File: config.mk
export PLATFORM = sky130hd
export DESIGN_NAME = delay_sum_accumulator
export DESIGN_NICKNAME = d
export VERILOG_FILES = /design/src/rtl/delay_sum_accumulator.sv
export SDC_FILE = /design/constraint.sdc
export NUM_CORES = 1
export LEC_CHECK = 0
export ABC_AREA = 1
export CAP_MARGIN = 20
export CORE_UTILIZATION = 56
export DETAILED_ROUTE_END_ITERATION = 7
export PLACE_DENSITY_LB_ADDON = 0.25
export SYNTH_ARGS = -nofsm -noshare
export SYNTH_HDL_FRONTEND = slang
export SYNTH_SLANG_ARGS = --single-unit
File: constraint.sdc
create_clock -name clk -period 3.4 [get_ports clk]
set_clock_uncertainty 0.05 [all_clocks]
set_input_delay 0.68 -clock clk [delete_from_list [all_inputs] [get_ports clk]]
set_output_delay 0.68 -clock clk [all_outputs]
set_load 0.05 [all_outputs]
File: src/rtl/delay_sum_accumulator.sv
// -----------------------------------------------------------------------------
// delay_sum_accumulator
//
// Purpose
//   Sits behind the delay beamformer sample selector. It adds NUM_CH
//   time-aligned channel samples into one beam point. It emits one point per
//   group of NUM_CH accepted samples, and it numbers the points within a frame
//   of NUM_POINTS. The output feeds the beam output buffer.
//
// Parameters
//   DATA_W      width of the incoming signed sample
//   NUM_CH      samples summed per beam point (power of 2, >= 2)
//   NUM_POINTS  beam points per frame (>= 2); the point counter wraps here
//   ACC_W       accumulator / beam_sum width, sized so a full group of
//               full-scale samples cannot overflow
//
// Ports
//   clk           in   system clock, rising edge
//   rst_n         in   asynchronous active-low reset
//   run           in   1 = accept samples, 0 = ignore sample_good
//   flush         in   synchronous: drop the partial sum, restart point count
//   sample_value  in   signed sample (beamformer output_value)
//   sample_good   in   sample valid (beamformer data_good)
//   beam_sum      out  signed beam point, held between beam_valid pulses
//   beam_valid    out  1-cycle pulse, beam_sum/point_index are new
//   point_index   out  index of the point on beam_sum within the frame
//   frame_done    out  1-cycle pulse with beam_valid of the frame's last point
//   busy          out  a partial sum is held (channel count != 0)
//
// Configuration
//   BEAM_AVG_EN   when defined, beam_sum is the group mean: the raw sum is
//                 arithmetically shifted right by log2(NUM_CH), which rounds
//                 toward minus infinity. Latency is unchanged. When the macro
//                 is undefined, beam_sum is the raw sum.
// -----------------------------------------------------------------------------
module delay_sum_accumulator #(
   parameter int DATA_W     = 16,
   parameter int NUM_CH     = 8,
   parameter int NUM_POINTS = 1024,
   parameter int ACC_W      = DATA_W + $clog2(NUM_CH)
) (
   input  logic                          clk,
   input  logic                          rst_n,
   input  logic                          run,
   input  logic                          flush,
   input  logic signed [DATA_W-1:0]      sample_value,
   input  logic                          sample_good,
   output logic signed [ACC_W-1:0]       beam_sum,
   output logic                          beam_valid,
   output logic [$clog2(NUM_POINTS)-1:0] point_index,
   output logic                          frame_done,
   output logic                          busy
);

   localparam int CH_W = $clog2(NUM_CH);
   localparam int PT_W = $clog2(NUM_POINTS);

   localparam logic [CH_W-1:0] LAST_CH = CH_W'(NUM_CH - 1);
   localparam logic [PT_W-1:0] LAST_PT = PT_W'(NUM_POINTS - 1);

   // Two-state controller. ST_ACCUM is also held while run is low if a
   // partial group is still pending. This lets the group resume exactly
   // where it stopped.
   localparam logic [0:0] ST_IDLE  = 1'b0;
   localparam logic [0:0] ST_ACCUM = 1'b1;

   logic [0:0]              state;
   logic [0:0]              state_nxt;
   logic signed [ACC_W-1:0] acc;
   logic signed [ACC_W-1:0] sample_ext;
   logic signed [ACC_W-1:0] sum_nxt;
   logic signed [ACC_W-1:0] result_nxt;
   logic [CH_W-1:0]         ch_cnt;
   logic [PT_W-1:0]         pt_cnt;
   logic                    accept;
   logic                    last_ch;
   logic                    last_pt;
   logic                    emit;

   // ---------------------------------------------------------------------------
   // Datapath
   // ---------------------------------------------------------------------------
   // Flush takes priority over a coincident sample. The sample is discarded.
   assign accept  = (state == ST_ACCUM) && run && sample_good && !flush;
   assign last_ch = (ch_cnt == LAST_CH);
   assign last_pt = (pt_cnt == LAST_PT);
   assign emit    = accept && last_ch;

   assign sample_ext = {{(ACC_W - DATA_W){sample_value[DATA_W-1]}}, sample_value};
   assign sum_nxt    = acc + sample_ext;

`ifdef BEAM_AVG_EN
   // The arithmetic shift on a signed operand floors toward minus infinity.
   // The upper bits come out as copies of the sign bit.
   assign result_nxt = sum_nxt >>> CH_W;
`else
   assign result_nxt = sum_nxt;
`endif

   assign busy = (ch_cnt != '0);

   // ---------------------------------------------------------------------------
   // Controller
   // ---------------------------------------------------------------------------
   always_comb begin
      // NOTE: assign a default before the case so that every path drives
      // state_nxt. A path that leaves it unassigned would infer a latch.
      state_nxt = state;
      unique case (state)
         ST_IDLE: begin
            if (run) state_nxt = ST_ACCUM;
         end
         ST_ACCUM: begin
            // Leave only when no partial group is held. With run low and a
            // partial group present, the partial sum waits here for run.
            if (!run && (ch_cnt == '0)) state_nxt = ST_IDLE;
         end
         default: state_nxt = ST_IDLE;
      endcase
   end

   // ---------------------------------------------------------------------------
   // Accumulator, channel counter, point counter
   // ---------------------------------------------------------------------------
   always_ff @(posedge clk or negedge rst_n) begin
      if (!rst_n) begin
         state  <= ST_IDLE;
         acc    <= '0;
         ch_cnt <= '0;
         pt_cnt <= '0;
      end else begin
         // NOTE: sequential state uses non-blocking assignment. Every
         // register then samples pre-edge values, whatever order the
         // statements are in.
         state <= state_nxt;
         if (flush) begin
            acc    <= '0;
            ch_cnt <= '0;
            pt_cnt <= '0;
         end else if (accept) begin
            if (last_ch) begin
               // Clearing on the same edge that completes the group lets the
               // next group start accepting in the very next cycle.
               acc    <= '0;
               ch_cnt <= '0;
               pt_cnt <= last_pt ? '0 : pt_cnt + PT_W'(1);
            end else begin
               acc    <= sum_nxt;
               ch_cnt <= ch_cnt + CH_W'(1);
            end
         end
      end
   end

   // ---------------------------------------------------------------------------
   // Output registers: one cycle from the last accepted sample to beam_valid
   // ---------------------------------------------------------------------------
   always_ff @(posedge clk or negedge rst_n) begin
      if (!rst_n) begin
         beam_sum    <= '0;
         beam_valid  <= 1'b0;
         point_index <= '0;
         frame_done  <= 1'b0;
      end else begin
         beam_valid <= emit;
         frame_done <= emit && last_pt;
         // beam_sum and point_index hold their value between pulses.
         if (emit) begin
            beam_sum    <= result_nxt;
            point_index <= pt_cnt;
         end
      end
   end

endmodule

==> parameters.txt <==
Parameter                              Value

Timing
  Worst slew pin tran    just over 500 ps
  Unrepaired setup endpoints after global routing    no
  Number of max-slew violations in the final report    0
  Hold Fails Final Rpt    0
  Post-route fraction of the period consumed by the critical path    76.9%
  Achievable frequency    about 380 MHz
  Period minus WS final    2610 ps
  Setup Total Neg Slack    0 ps
  Worst-case headroom to the max-slew limit    65.7%
  Final setup violation count    0

Synthesis
  Commonest register cell after synthesis    sky130_fd_sc_hd__dfrtp_1
  Adder-cell share of the synthesized area    7.91%
  Async set or reset register ratio after synthesis    100%
  Synth area leaders    sky130_fd_sc_hd__dfrtp_1 43%, sky130_fd_sc_hd__nand2_1 17%, sky130_fd_sc_hd__ha_1 7.4%
  Post-synthesis instance area    0.00373 mm²
  Warning count from the yosys run    0
  Compound-Gate Fraction of Synth Area    under 10%
  Dominant combinational cell family by area after synthesis    simple AND/OR/NAND/NOR gates
  Register area share after synthesis    between 40% and 50%
  Number of storage elements in the synthesis netlist    64
  Area share of and/or/nand/nor cells after synthesis    32.8%
  Xor and xnor area share after synthesis    under 10%
  Post-Synthesis Mean Instance Area    about 7.7 µm²
  Syn_nets    526
  Largest area contributor in the netlist    sky130_fd_sc_hd__dfrtp_1
  Number of distinct standard cells referenced by the synthesized netlist    30
  Multiplexer share of the synthesized area    0%
  Post-Syn Instances    just under 500
  Share of the synthesized area in the top cell type    42.9%
  EDFF count, synth    0

Detailed routing
  DR vias    3,322
  Routed length on met1    3920 µm
  Post-detailed-route DRC marker count    0
  Detail Route met3 WL    417 µm
  Overall routed net length    roughly 8500 µm
  Routed vias/inst    around 5.3
  Routed len/inst    13.7 µm
  TritonRoute pass-1 iters    4
  Top layer used by detailed routing    met4
  Iteration-0 DRC count of the detailed router    between 150 and 200
  Count of antenna-violating nets left after detailed routing    0
  Detail Route met2 WL    4020 µm

Placed design
  Port Buffer Count    52
  Last weighted congestion value of the routability-driven placer    between 0.8 and 0.9
  Detailed Place HPWL    6150 µm
  Placed Instances    605
  Placed inst area    0.00429 mm²

Pwr
  Maximum ir drop on the vdd rail    between 0.2 and 0.3 mV
  Final Total Pwr    between 1500 and 2000 µW
  Static Leak    approximately 0.0024 µW
  Pwr Density    397 mW/mm²

GRT
  First-pass GRT wire length    around 15,000 µm
  Number of antenna violations at the first check in global routing    0
  Maximum number of pins on one net before global-route repair    47
  Overall fraction of global-route tracks in use    between 20% and 30%
  Via count of the first global-routing pass    3,288
  Overall overflow remaining after global route    0

Clocking
  Post CTS Setup Buffer Count    0
  Clock buffers created by TritonCTS    9
  Clock Pin Slew Worst Setup and Hold Paths    approximately 70 ps
  Clock tree from TritonCTS    yes
  Hold-fix buffers at CTS    0
  Number of gates resized after cts    0
  Clock Latency Late Sink    350 ps
  Library cell used as clock root buffer    sky130_fd_sc_hd__clkbuf_8
  H-tree depth    3
  Number of buffers between clock root and the deepest sink    2
  Clock sink count    64

Die
  Width of the chip    83.6 µm
  Placement row count    29
  Chip Height    83.6 µm
  Overall die area    between 0.006 and 0.007 mm²
  Core ar.    0.00639 mm²
  Initial standard-cell utilization of the core    just under 60%
  I/O pin count    53

Critical path
  Cell-by-cell listing of the critical path    inv_1 > ha_1 > nand2_1 > clkdlybuf4s50_1
  Setup slack of the most critical reg-to-reg path    around 1300 ps
  Highest-delay cell along the critical path    sky130_fd_sc_hd__clkdlybuf4s50_1
  Worst endpoint data arrival time    1880 ps
  Worst-path maximum fanout    3
  Critical Path End Type    primary output
  Peak per-stage delay on the critical path    just over 800 ps
  Worst Reg-to-Reg Cells    12
  Worst reg2reg path startpoint    acc[0]$_DFFE_PN0P_
  Number of gates on the worst path with buffers counted    4
  Critical path data required time    2670 ps
  Crit path capture    busy
  Critical R2R Capture    beam_sum[16]$_DFFE_PN0P_
  Type of the setup path with the least slack    flop to primary output
  Crit path from    ch_cnt[0]$_DFFE_PN0P_
  Buffers plus inverters on the worst setup path    2
  Top cell family by delay on the critical path    buffers and inverters
  Launching element type of the critical path    flop

Final layout
  Filler cell count in the final layout    520
  Share of post-route cells with drive strength above 1    7.54%
  Filler-free cell count of the finished design    621
  Area occupied by multi-input gates    0.00186 mm²
  Layout area overhead    21.2%
  Final core utilization    70.8%
  FF/Latch Area    0.00160 mm²
  Number of diodes added for antenna fixing    0
  Most frequent cells in the layout    171 x sky130_fd_sc_hd__nand2_1, 64 x sky130_fd_sc_hd__dfrtp_1, 51 x sky130_fd_sc_hd__clkdlybuf4s50_1
  Commonest non-fill, non-tap cell in the layout    sky130_fd_sc_hd__nand2_1
  Nets    583
  Area of all placed cells without fillers    0.00452 mm²

Outcome
  Result of the run    completed

Hold path
  Worst hold path type    input pin to async pin

Flow run
  Number of maximum-capacitance constraint violations    0
-- area by class of cell --
cell class	instances	share of cell area, %
tap	77	2.13
clock buffer	10	3.04
sequential	64	35.4
clock inverter	6	2.05
timing repair buffer	54	11.7
inverter	55	4.62
multi-input combinational	355	41.0
-- kinds of logic after synthesis --
group / Yosys count
adders and majority gates: 23
DFF: 64
and+or+nand+nor: 270
buffers and inverters: 63
xor gates and xnor gates: 5
AOI/OAI and AO/OA: 57
-- registers in the layout (all words and copies together) (netlist names) --
name,flops
state,1
acc,19
ch_cnt,3
pt_cnt,10
beam_valid,1
point_index,10
beam_sum,19
frame_done,1
-- cells in the mapped netlist (3+ instances only) --
cell type / instances
sky130_fd_sc_hd__inv_1: 49
sky130_fd_sc_hd__nand2_1: 171
sky130_fd_sc_hd__buf_4: 3
sky130_fd_sc_hd__xnor2_1: 3
sky130_fd_sc_hd__ha_1: 22
sky130_fd_sc_hd__nand3b_1: 12
sky130_fd_sc_hd__dfrtp_1: 64
sky130_fd_sc_hd__nor2_1: 26
sky130_fd_sc_hd__nor2_4: 3
sky130_fd_sc_hd__nand3_1: 38
sky130_fd_sc_hd__nand3_2: 4
sky130_fd_sc_hd__o21ai_1: 14
sky130_fd_sc_hd__a21oi_1: 21
sky130_fd_sc_hd__o21ai_0: 20
sky130_fd_sc_hd__nor3_1: 3
sky130_fd_sc_hd__nand2_2: 3
sky130_fd_sc_hd__buf_6: 3
sky130_fd_sc_hd__nand4_1: 3
sky130_fd_sc_hd__inv_2: 5
-- worst reg2reg max path: cells and delay by family, from the launching register on --
family	cells	cell delay [ps]
adders and majority gates	2	690
buffers and inverters	1	60
DFF	1	390
and+or+nand+nor	9	780
-- stage by stage --
step / setup WS (ps) / hold slack, ps
6_report: 787 / 223
3_3_place_gp: 719 / 405
5_1_grt: 726 / 255
3_5_place_dp: 604 / 406
2_1_floorplan: 1250 / 334
4_1_cts: 781 / 227
-- routing by layer --
layer | up-vias | track usage (%)
li1 | 1663 | -
met1 | 1562 | 33.6
met2 | 79 | 42.5
met3 | 18 | 5.14
met4 | 0 | 11.2
met5 | - | 0
-- worst min path at each step --
stage,from,end,slack (ps),cells after the start
finish,rst_n,beam_sum[0]$_DFFE_PN0P_,220,1
global route,rst_n,beam_sum[0]$_DFFE_PN0P_,250,1
CTS,rst_n,pt_cnt[2]$_DFFE_PN0P_,230,1
detailed placement,pt_cnt[3]$_DFFE_PN0P_,pt_cnt[3]$_DFFE_PN0P_,410,1
global placement,pt_cnt[3]$_DFFE_PN0P_,pt_cnt[3]$_DFFE_PN0P_,400,1
floorplan,rst_n,acc[0]$_DFFE_PN0P_,330,0
-- report_power, final --
group / switching [µW] / internal (µW)
clock: 320 / 435
sequential: 12.6 / 780
combinational: 157 / 89.7
total: 490 / 1300
Note: power is estimated with default switching activity, not from simulation.
